### config.mk
export PLATFORM = sky130hd
export DESIGN_NAME = fetch_pc_unit
export DESIGN_NICKNAME = d
export VERILOG_FILES = /design/src/rtl/fetch_pc_unit.sv
export SDC_FILE = /design/constraint.sdc
export NUM_CORES = 1
export LEC_CHECK = 0
export BUFFER_PORTS_ARGS = -buffer_cell sky130_fd_sc_hd__clkbuf_2
export CORE_MARGIN = 10
export CORE_UTILIZATION = 30
export DETAILED_ROUTE_END_ITERATION = 10
export PLACE_DENSITY = 0.66
export SLEW_MARGIN = 20
export SYNTH_ARGS = -nofsm -noshare
export SYNTH_HDL_FRONTEND = slang
export SYNTH_SLANG_ARGS = --single-unit
export TNS_END_PERCENT = 1
### constraint.sdc
create_clock -name clk -period 1.9 [get_ports clk]
set_input_delay 0.38 -clock clk [delete_from_list [all_inputs] [get_ports clk]]
set_output_delay 0.38 -clock clk [all_outputs]
set_load 0.02 [all_outputs]
### src/rtl/fetch_pc_unit.sv
// Program counter register and single-outstanding instruction fetch sequencer.
// Fetches at pc, buffers the returned word, and advances to pc_next on commit.
module fetch_pc_unit #(
    parameter int               WIDTH    = 32,
    parameter logic [WIDTH-1:0] RESET_PC = {WIDTH{1'b0}}
) (
    input  logic             clk,
    input  logic             rst,
    input  logic [WIDTH-1:0] pc_next,
    input  logic             commit,
    output logic             imem_req_valid,
    input  logic             imem_req_ready,
    output logic [WIDTH-1:0] imem_addr,
    input  logic             imem_rsp_valid,
    input  logic [WIDTH-1:0] imem_rsp_data,
    output logic             instr_valid,
    output logic [WIDTH-1:0] instr,
    output logic [WIDTH-1:0] pc,
    output logic [WIDTH-1:0] pc_plus4,
    output logic             fetch_misaligned
);

    typedef enum logic [1:0] {
        S_REQ,
        S_WAIT,
        S_HOLD,
        S_TRAP
    } state_t;

    state_t           state_reg;
    logic [WIDTH-1:0] pc_reg;
    logic [WIDTH-1:0] instr_reg;
    logic             instr_valid_reg;
    logic             misaligned_reg;
    logic             req_fire;
    logic             next_aligned;

    // The request is gated by rst so it drops in the very cycle reset is applied
    // and rises again in the first cycle after release.
    assign imem_req_valid   = (state_reg == S_REQ) && !rst;
    assign req_fire         = imem_req_valid && imem_req_ready;
    assign next_aligned     = (pc_next[1:0] == 2'b00);

    assign imem_addr        = pc_reg;
    assign pc               = pc_reg;
    assign pc_plus4         = pc_reg + WIDTH'(4);
    assign instr            = instr_reg;
    assign instr_valid      = instr_valid_reg;
    assign fetch_misaligned = misaligned_reg;

    always_ff @(posedge clk) begin
        if (rst) begin
            state_reg       <= S_REQ;
            pc_reg          <= RESET_PC;
            instr_reg       <= {WIDTH{1'b0}};
            instr_valid_reg <= 1'b0;
            misaligned_reg  <= 1'b0;
        end else begin
            case (state_reg)
                S_REQ: begin
                    if (req_fire) begin
                        state_reg <= S_WAIT;
                    end
                end
                S_WAIT: begin
                    if (imem_rsp_valid) begin
                        instr_reg       <= imem_rsp_data;
                        instr_valid_reg <= 1'b1;
                        state_reg       <= S_HOLD;
                    end
                end
                S_HOLD: begin
                    if (commit) begin
                        instr_valid_reg <= 1'b0;
                        if (next_aligned) begin
                            pc_reg    <= pc_next;
                            state_reg <= S_REQ;
                        end else begin
                            misaligned_reg <= 1'b1;
                            state_reg      <= S_TRAP;
                        end
                    end
                end
                S_TRAP: begin
                    // Terminal until reset; keep the flag asserted.
                    misaligned_reg <= 1'b1;
                end
                default: begin
                    state_reg <= S_REQ;
                end
            endcase
        end
    end

endmodule

==> Yosys cells after proc, flatten, opt, wreduce, memory -nomap -nowiden <==
Cells that the tools add are included.
{ "classes": {"addsub": 1, "n_eq_ne": 7, "mux": 11, "n_reduce_logical": 13} }
{ "op_table": {"columns": ["op", "count"], "rows": [
  ["32-bit by 3-bit adder with 32-bit output (second input constant)", 1],
  ["3-bit AND reduction", 3],
  ["2-bit two-way mux", 4],
  ["2-bit inequality test (second input constant)", 4],
  ["2-bit case mux with 3 select lines", 1],
  ["2-bit == test (second input constant)", 2],
  ["2-bit zero test", 2],
  ["1-bit two-way mux", 4],
  ["1-bit case mux with 2 select lines", 2],
  ["4-bit AND reduction", 1],
  ["2-bit nonzero test", 2],
  ["3-bit nonzero test", 1],
  ["2-bit by 1-bit == test with 1-bit output (second input constant)", 1],
  ["1-bit logical AND", 2],
  ["2-bit AND reduction", 1],
  ["1-bit zero test", 1]
]} }
{ "totals": {"register_bits": 68} }

==> Depth between registers and ports, before layout <==
Gate-level depths: netlist of run 1.
{ "depth": {"word_depth": 5, "depth_mapped": 7} }

==> Worst setup path after synthesis of run 1 <==
OpenSTA, ideal clock, no wires.
{ "synth_path": {"path_kind": "register to output", "startpoint": "register pc_reg[7] (netlist: imem_addr[7])", "endpoint": "output pc_plus4[21]", "arrival_time_ns": 1.828, "required_ns": 1.520, "path_slack_ns": -0.308, "stages_incl_launch_ff": 5, "n_path_buf": 0, "path_cell_list": "dfxtp_1 nand4_4 or3_4 nor4_4 xor2_1"} }
{ "synth_via": {"elab_chain_len": 1} }
{ "synth_lines": {"columns": ["element", "line_no", "text"], "rows": [
  ["from (decl)", "31", "logic [WIDTH-1:0] pc_reg;"],
  ["from (signal assigned)", "76", "pc_reg <= pc_next;"],
  ["32-bit by 3-bit adder with 32-bit output", "46", "assign pc_plus4 = pc_reg + WIDTH'(4);"],
  ["to (decl)", "19", "output logic [WIDTH-1:0] pc_plus4,"]
]} }
No other way between the ends.

==> Worst setup path after layout of run 1 <==
{ "layout_path": {"startpoint": "register pc_reg[7] (netlist: imem_addr[7])", "endpoint": "output pc_plus4[15]"} }
The elaborated chain is that of the path after synthesis.

==> results of run 1 <==
## worst min path at each step
stage | start | endpoint | slack, ns | depth (start not counted)
finish | pc_next[10] | imem_addr[10]$_SDFFE_PP0P_ | 0.25 | 3
floorplan | state_reg[1]$_SDFFE_PP0P_ | state_reg[1]$_SDFFE_PP0P_ | 0.48 | 2
global route | imem_rsp_data[8] | instr[8]$_SDFFE_PP0P_ | 0.24 | 3
CTS | imem_rsp_data[8] | instr[8]$_SDFFE_PP0P_ | 0.23 | 3
global placement | instr[26]$_SDFFE_PP0P_ | instr[26]$_SDFFE_PP0P_ | 0.44 | 2
detailed placement | instr[23]$_SDFFE_PP0P_ | instr[23]$_SDFFE_PP0P_ | 0.45 | 2
## report_power, final
part | switching, mW | internal (mW) | total [mW]
logic | 0.300 | 0.190 | 0.489
clock network | 0.585 | 0.746 | 1.33
registers | 0.0382 | 1.48 | 1.52
## synthesized netlist by cell type, types with 3 or more instances
master,count
nor2b_1,3
buf_4,34
clkbuf_1,21
a21oi_1,66
nor3b_1,3
nand4_1,5
and3_1,5
nand2_1,132
nor2_1,7
and4_1,3
ha_1,5
nand2b_1,3
o21ai_0,3
dfxtp_1,68
xor2_1,6
nand3_1,16
xnor2_1,22
inv_1,7
## metrics by stage
| step | std cells | setup WS [ns] | utilization (%) |
|---|---|---|---|
| finish | 771 | -0.309 | 47.7 |
| global route | 771 | -0.377 | 47.7 |
| CTS | 770 | -0.328 | 46.9 |
| detailed placement | 754 | -0.0702 | 42.9 |
| global placement | 754 | -0.0173 | 42.9 |
| floorplan | 426 | -0.0818 | - |
## routing by layer
layer / up-vias / part of all wire, % / track usage, %
met5: - / 0 / 0
met4: 0 / 0.90 / 3.66
met3: 8 / 11 / 7.22
met2: 151 / 49 / 24.3
met1: 1630 / 39 / 15.8
li1: 1762 / - / -
## cell type report
type / instances / area, µm²
clock buffer: 9 / 124
clock inverter: 7 / 100
fill: 1019 / 5670
inverter: 7 / 26.3
multi-input combinational: 295 / 1820
sequential: 68 / 1400
tap: 140 / 175
timing repair buffer: 245 / 1530
## critical path: stages, from the launching register on
cell and delay (ns):
dfxtp_4 0.36, nand4_4 0.13, or3_4 0.44, buf_6 0.15
nor2_4 0.10, xnor2_2 0.13, clkbuf_8 0.17
## logic make-up after synthesis
family | count (synthesis) | share of synthesized area (%)
simple gates | 191 | 27.6
compound gates | 71 | 11.1
flops | 68 | 41.0
buf+inv | 63 | 11.0
xor+xnor | 28 | 7.39
fa+ha+maj | 5 | 1.89
## repair_timing
item                                    CTS  global route
gates cloned                              0             1
buffers inserted                          0             0
resized for setup                        51            25
pin swaps                                16             3
endpoints found under the setup margin   25            26
==> out/qor.yml, run 1 <==
job:
  maxCapViolations: 0
synthesis:
  ys_async_sr_fraction_pct: 0
  ys.flop_type: "dfxtp_1"
  ys_top_cells_by_area: "dfxtp_1 41%, nand2_1 15%, a21oi_1 10%"
  yosysUniqueCellTypes: 32
  ys_seq_area_share_pct: 41.0
  synth-seq-cells: 68
  syn_area_um2: 3320
  synth_top_area_share_pct: 41.0
  syn-num-nets: 500
  synth.avg_cell_area_um2: 7.79
  yosys.area.top_type: "dfxtp_1"
  yosysWarnings: 0
  synth-edff-count: 0
  postSynthCellCount: 426
die:
  die_h_um: 125
  rows: 38
  core_area_um2: 10800
  dieArea_um2: 15700
  die_w_um: 125
  start_util_pct: 30.6
  ios: 200
finish:
  syn_to_final_growth_pct: 55.8
  final_common_cell: "clkbuf_2"
  most-common-layout-cells: "174 x clkbuf_2, 132 x nand2_1, 66 x a21oi_1, 49 x dfxtp_1, 48 x buf_4"
  stdcell_area_um2: 5170
  insertedDiodeCount: 0
  nNetsFinal: 700
  drive_gt1_share_pct: 50.6
clock_tree:
  cts_tree: "done"
  hold_buffers: 0
  cts_buffer_depth: 2
  clock_sinks: 68
  clk_pin_slew_worst_paths_ns: 0.08
  cts_buffers: 9
  clk-insertion-delay-late_ns: 0.34
  cts.root.buffer_cell: "clkbuf_8"
  h-tree-depth: 3
detailed_routing:
  ant_nets: 0
  routed_wl_um: 11800
  vias_per_cell: 4.61
  dr.first_iter.drc_count: 139
  avgRoutedWirePerCell_um: 15.2
  firstDrtPassIters: 4
  drc: 0
  route.vias.total: 3551
grt:
  track_usage_pct: 14.4
  grt_pass1_vias: 3727
  grt_overflow_total: 0
  antenna_found_initial: 0
  grt_pass1_wl_um: 19000
  grt_max_degree: 43
critical_path:
  crit_path_end: "pc_plus4[15]"
  rrSetupSlack_ns: 0.20
  critPathLaunch: "imem_addr[7]$_SDFFE_PP0P_"
  timing.rr.start: "state_reg[0]$_SDFFE_PP0P_"
  critPathLaunchType: "flop"
  required_ns: 1.52
  reg2reg_depth: 6
  cp-end-kind: "output port"
  critPathKind: "flop to output port"
  worstPathMaxFanout: 3
  r2r-end: "state_reg[0]$_SDFFE_PP0P_"
  cp.arrival_ns: 1.83
sta:
  min_period_over_period_pct: 116
  relSlewSlack_pct: 71.0
  worst-slew-pin-transition_ns: 0.436
  finalMaxSlewViolations: 0
  setup_viol_count_final: 25
  hold_violations: 0
  fin_setup_tns_ns: -5.30
  fmax_mhz: 453
  fin_crit_ns: 2.21
  fin_ws_ns: -0.309
  rsz0062_at_grt: "true"
  finClkSkew_ns: 0.00484
  hold_slack_ns: 0.252
placed_design:
  dpl-instance-area_um2: 4650
  dp_hpwl_um: 9340
  place_congestion: 0.850
  io_buffers: 199
power:
  vdd_ir_drop_max_mv: 0.413
  power_density_nw_per_um2: 646
  p_leak_nw: 2.49
  p_total_mw: 3.34
hold_path:
  hold_path_class: "primary input to flop"
status:
  status: "complete, but fails checks"
  violations: "setup timing"
Note: power is estimated with default switching activity, not from simulation.
==> inputs of run 2 (changes only) <==
--- a/config.mk
+++ b/config.mk
@@ -7,9 +7,10 @@
 export LEC_CHECK = 0
 export BUFFER_PORTS_ARGS = -buffer_cell sky130_fd_sc_hd__clkbuf_2
 export CORE_MARGIN = 10
-export CORE_UTILIZATION = 30
+export CORE_UTILIZATION = 39
 export DETAILED_ROUTE_END_ITERATION = 10
-export PLACE_DENSITY = 0.66
+export MAX_ROUTING_LAYER = met4
+export PLACE_DENSITY = 0.81
 export SLEW_MARGIN = 20
 export SYNTH_ARGS = -nofsm -noshare
 export SYNTH_HDL_FRONTEND = slang
==> out/qor.yml, run 2 (same netlist as run 1, synthesis figures left out) <==
die:
  rows: 33
  dieArea_um2: 12600
  die_h_um: 112
  die_w_um: 112
  core_area_um2: 8260
  ios: 200
  start_util_pct: 40.2
sta:
  rsz0062_at_grt: "true"
  fin_ws_ns: -0.319
  setup_viol_count_final: 24
  min_period_over_period_pct: 117
  worst-slew-pin-transition_ns: 0.681
  fmax_mhz: 451
  relSlewSlack_pct: 54.6
  hold_slack_ns: 0.257
  finClkSkew_ns: 0.00674
  fin_setup_tns_ns: -5.02
  hold_violations: 0
  finalMaxSlewViolations: 0
  fin_crit_ns: 2.22
clock_tree:
  clk_pin_slew_worst_paths_ns: 0.08
  cts_buffers: 9
  clk-insertion-delay-late_ns: 0.33
  cts_tree: "done"
  clock_sinks: 68
  h-tree-depth: 3
  cts.root.buffer_cell: "clkbuf_8"
  cts_buffer_depth: 2
critical_path:
  cp_top_family: "simple AND/OR/NAND/NOR gates"
  cp-end-kind: "output port"
  critPathKind: "flop to output port"
  cp.arrival_ns: 1.84
  crit_chain: "nand4_4, or3_4, nor3_2, xor2_2, clkbuf_2"
  cp_num_buf_inv: 1
  critPathLaunchType: "flop"
  critPathMaxStageDelay_ns: 0.44
  required_ns: 1.52
  worstPathMaxFanout: 4
  critPathSlowestCell: "or3_4"
detailed_routing:
  firstDrtPassIters: 5
  dr.first_iter.drc_count: 127
  drc: 0
  vias_per_cell: 4.78
  ant_nets: 0
  routed_wl_um: 11400
  route.vias.total: 3483
  avgRoutedWirePerCell_um: 15.6
grt:
  grt_max_degree: 69
  grt_pass1_vias: 3644
  antenna_found_initial: 0
  grt_overflow_total: 0
  grt_pass1_wl_um: 18000
  track_usage_pct: 17.5
placed_design:
  place_inst: 712
  dpl-instance-area_um2: 4560
  io_buffers: 199
  place_congestion: 0.925
  dp_hpwl_um: 8800
  pre_cts_slack_ns: -0.0553
power:
  power_frac_seq_pct: 47.7
  internal_power_mw: 2.29
  vdd_ir_drop_max_mv: 0.627
  clockPowerShare_pct: 37.2
  p_leak_nw: 2.40
  sw_frac_of_total_pct: 28.5
  p_switching_mw: 0.911
  power_density_nw_per_um2: 645
  p_total_mw: 3.20
  combPwrFrac_pct: 15.1
hold_path:
  hold_path_class: "primary input to flop"
finish:
  stdcell_area_um2: 4960
  drive_gt1_share_pct: 49.0
  final_common_cell: "clkbuf_2"
  most-common-layout-cells: "177 x clkbuf_2, 131 x nand2_1, 66 x a21oi_1, 49 x dfxtp_1, 44 x buf_4"
  final_util_pct: 60.0
  instances_no_fill: 728
  insertedDiodeCount: 0
  syn_to_final_growth_pct: 49.4
  nNetsFinal: 692
status:
  violations: "setup timing"
  status: "complete, but fails checks"
job:
  maxCapViolations: 0
run 2: changes by cell type in the layout (fill, tap and decap cells not counted), moves of 3 or more:
cell	before	now
nand3_1	12	15
buf_4	48	44
nand3_2	4	1
buf_6	6	3
clkinv_4	3	0
clkbuf_8	23	20
clkbuf_2	174	177
run 2: final cells by class:
cell class / count / area [µm²]
fill: 749 / 3300
multi-input combinational: 295 / 1780
timing repair buffer: 237 / 1430
sequential: 68 / 1400
tap: 105 / 131
clock buffer: 9 / 124
clock inverter: 7 / 73.8
inverter: 7 / 26.3
run 2: routing by layer:
metal	vias to the layer above	wire [µm]	global-route usage (%)
li1	1741	-	-
met1	1590	4550	18.6
met2	146	5880	30.1
met3	6	893	6.07
met4	0	59	4.65
met5	-	0	-
run 2: worst paths after layout:
path,startpoint,end,slack (ns),depth (start not counted)
setup reg to reg,state_reg[0]$_SDFFE_PP0P_,state_reg[0]$_SDFFE_PP0P_,0.20,6
hold reg to reg,instr[19]$_SDFFE_PP0P_,instr[19]$_SDFFE_PP0P_,0.46,2
setup / recovery,imem_addr[10]$_SDFFE_PP0P_,pc_plus4[19],-0.32,5
hold / removal,imem_rsp_data[6],instr[6]$_SDFFE_PP0P_,0.26,3
run 2: what timing repair did:
action / in CTS / in global routing
setup buffers: 0 / 0
resized for setup: 29 / 29
endpoints found under the setup margin: 25 / 26
pin swaps: 5 / 4
hold buffers: 0 / 0
endpoints found under the hold margin: 0 / 0
run 2: tightest hold or removal path, cell delays in order:
cell and delay [ns]:
clkbuf_2 0.08, nand2_1 0.04, a21oi_1 0.05
run 2: power groups by stage:
| stage | sequential [mW] | combinational [mW] | clock (mW) |
|---|---|---|---|
| CTS | 1.53 | 0.478 | 1.23 |
| finish | 1.52 | 0.483 | 1.19 |
| global route | 1.53 | 0.538 | 1.29 |
| floorplan | 1.63 | 0.211 | 0 |
| detailed placement | 1.56 | 0.473 | 0 |
| global placement | 1.55 | 0.461 | 0 |
==> inputs of run 3 (changes only) <==
--- a/config.mk
+++ b/config.mk
@@ -8,6 +8,7 @@
 export BUFFER_PORTS_ARGS = -buffer_cell sky130_fd_sc_hd__clkbuf_2
 export CORE_MARGIN = 10
 export CORE_UTILIZATION = 39
+export CTS_BUF_LIST = sky130_fd_sc_hd__clkbuf_16
 export DETAILED_ROUTE_END_ITERATION = 10
 export MAX_ROUTING_LAYER = met4
 export PLACE_DENSITY = 0.81
==> out/qor.yml, run 3 (same netlist as run 1, synthesis figures left out) <==
status:
  status: "complete, but fails checks"
  violations: "setup timing"
finish:
  final_common_cell: "clkbuf_2"
  instances_no_fill: 728
  final_util_pct: 61.0
  insertedDiodeCount: 0
  nNetsFinal: 692
  most-common-layout-cells: "178 x clkbuf_2, 131 x nand2_1, 66 x a21oi_1, 49 x dfxtp_1, 43 x buf_4"
  drive_gt1_share_pct: 49.0
  syn_to_final_growth_pct: 51.7
  stdcell_area_um2: 5030
  fillers: 743
critical_path:
  required_ns: 1.52
  timing.rr.start: "state_reg[0]$_SDFFE_PP0P_"
  cp-end-kind: "output port"
  critPathLaunchType: "flop"
  r2r-end: "state_reg[0]$_SDFFE_PP0P_"
  cp.arrival_ns: 1.81
  rrSetupSlack_ns: 0.16
  critPathKind: "flop to output port"
  reg2reg_depth: 6
  worstPathMaxFanout: 4
grt:
  track_usage_pct: 17.6
  grt_overflow_total: 0
  grt_pass1_vias: 3672
  grt_pass1_wl_um: 18200
  grt_max_degree: 69
  antenna_found_initial: 0
detailed_routing:
  route.vias.total: 3508
  dr.first_iter.drc_count: 132
  firstDrtPassIters: 4
  routed_wl_um: 11400
  drc: 0
  ant_nets: 0
  vias_per_cell: 4.82
  avgRoutedWirePerCell_um: 15.6
power:
  power_density_nw_per_um2: 727
  vdd_ir_drop_max_mv: 0.734
  p_leak_nw: 2.42
sta:
  finalMaxSlewViolations: 0
  finClkSkew_ns: 0.00531
  fin_ws_ns: -0.289
  hold_violations: 0
  min_period_over_period_pct: 115
  worst-slew-pin-transition_ns: 0.686
  fmax_mhz: 457
  fin_crit_ns: 2.19
  rsz0062_at_grt: "true"
  relSlewSlack_pct: 54.3
  setup_viol_count_final: 24
die:
  start_util_pct: 40.2
  die_w_um: 112
  dieArea_um2: 12600
  die_h_um: 112
  rows: 33
  core_area_um2: 8260
  ios: 200
clock_tree:
  clock_sinks: 68
  clk-insertion-delay-late_ns: 0.32
  h-tree-depth: 3
  cts_tree: "done"
  cts_buffer_depth: 2
  clk_pin_slew_worst_paths_ns: 0.06
  cts_buffers: 9
  cts_setup_buffers: 0
  cts.root.buffer_cell: "clkbuf_16"
job:
  maxCapViolations: 0
hold_path:
  hp-start: "imem_rsp_data[6]"
  worstHoldPathCells: 3
  hold_path_end: "instr[6]$_SDFFE_PP0P_"
  hold_path_class: "primary input to flop"
placed_design:
  place_congestion: 0.925
  dp_hpwl_um: 8800
  io_buffers: 199
  dpl-instance-area_um2: 4560
  place_inst: 712
run 3: cell count changes in the layout (fill, tap and decap cells not counted):
cell and delta:
buf_4 -1, clkbuf_4 +1, dfxtp_4 -1, buf_6 -1
clkbuf_16 +9, dfxtp_2 +1, nand3_4 -1, clkbuf_2 +1
nand3_2 +1, clkbuf_8 -9, nor3b_4 -1, nor3b_2 +1
run 3: what timing repair did:
item / 4_1_cts / 5_1_grt
hold buffers: 0 / 0
gates resized for setup: 29 / 22
cloned: 0 / 0
endpoints found under the setup margin: 24 / 27
pin swaps: 5 / 5
run 3: report_power, final:
part / internal [mW] / switching, mW / total [mW] / leakage (nW)
clock: 1.02 / 0.624 / 1.65 / 0.143
combinational: 0.187 / 0.298 / 0.485 / 1.72
sequential: 1.49 / 0.0384 / 1.53 / 0.561
run 3: how the worst max path moves through the flow:
| stage | start | endpoint | slack, ns | cells after the start |
|---|---|---|---|---|
| finish | imem_addr[10]$_SDFFE_PP0P_ | pc_plus4[19] | -0.29 | 5 |
| global route | imem_addr[10]$_SDFFE_PP0P_ | pc_plus4[26] | -0.40 | 6 |
| CTS | imem_addr[3]$_SDFFE_PP0P_ | pc_plus4[20] | -0.32 | 6 |
| detailed placement | imem_addr[10]$_SDFFE_PP0P_ | pc_plus4[21] | -0.06 | 5 |
| global placement | imem_addr[10]$_SDFFE_PP0P_ | pc_plus4[21] | -0.03 | 5 |
| floorplan | imem_addr[13]$_SDFFE_PP0P_ | pc_plus4[24] | -0.08 | 4 |
run 3: per-stage QoR:
step | setup slack (ns) | hold slack, ns | total power [mW] | TNS (ns)
CTS | -0.316 | 0.266 | 3.69 | -5.17
global placement | -0.0270 | 0.441 | 2.02 | -0.0270
finish | -0.289 | 0.276 | 3.66 | -4.75
floorplan | -0.0818 | 0.479 | 1.84 | -0.633
global route | -0.399 | 0.270 | 3.84 | -6.88
detailed placement | -0.0553 | 0.447 | 2.03 | -0.0632
run 3: layout make-up:
class                           instances  area (µm²)  area share (%)
Clock buffer                            9         225            4.47
Clock inverter                          7        73.8            1.47
Inverter                                7        26.3           0.522
Multi-Input combinational cell        295        1760            35.0
Sequential cell                        68        1390            27.7
Tap cell                              105         131            2.61
Timing Repair Buffer                  237        1420            28.3
run 3: worst max-delay path: stages, from the launching register on:
cell and delay (ns):
dfxtp_2 0.35, nand4_4 0.15, or3_4 0.44, nor3_2 0.25, xor2_2 0.14, clkbuf_2 0.18
run 3: routing by layer:
metal	track usage [%]	up-vias	routed length (µm)
met5	-	-	0
met4	4.15	0	112
met3	6.07	11	921
met2	30.9	140	5810
met1	18.7	1613	4530
li1	-	1744	-
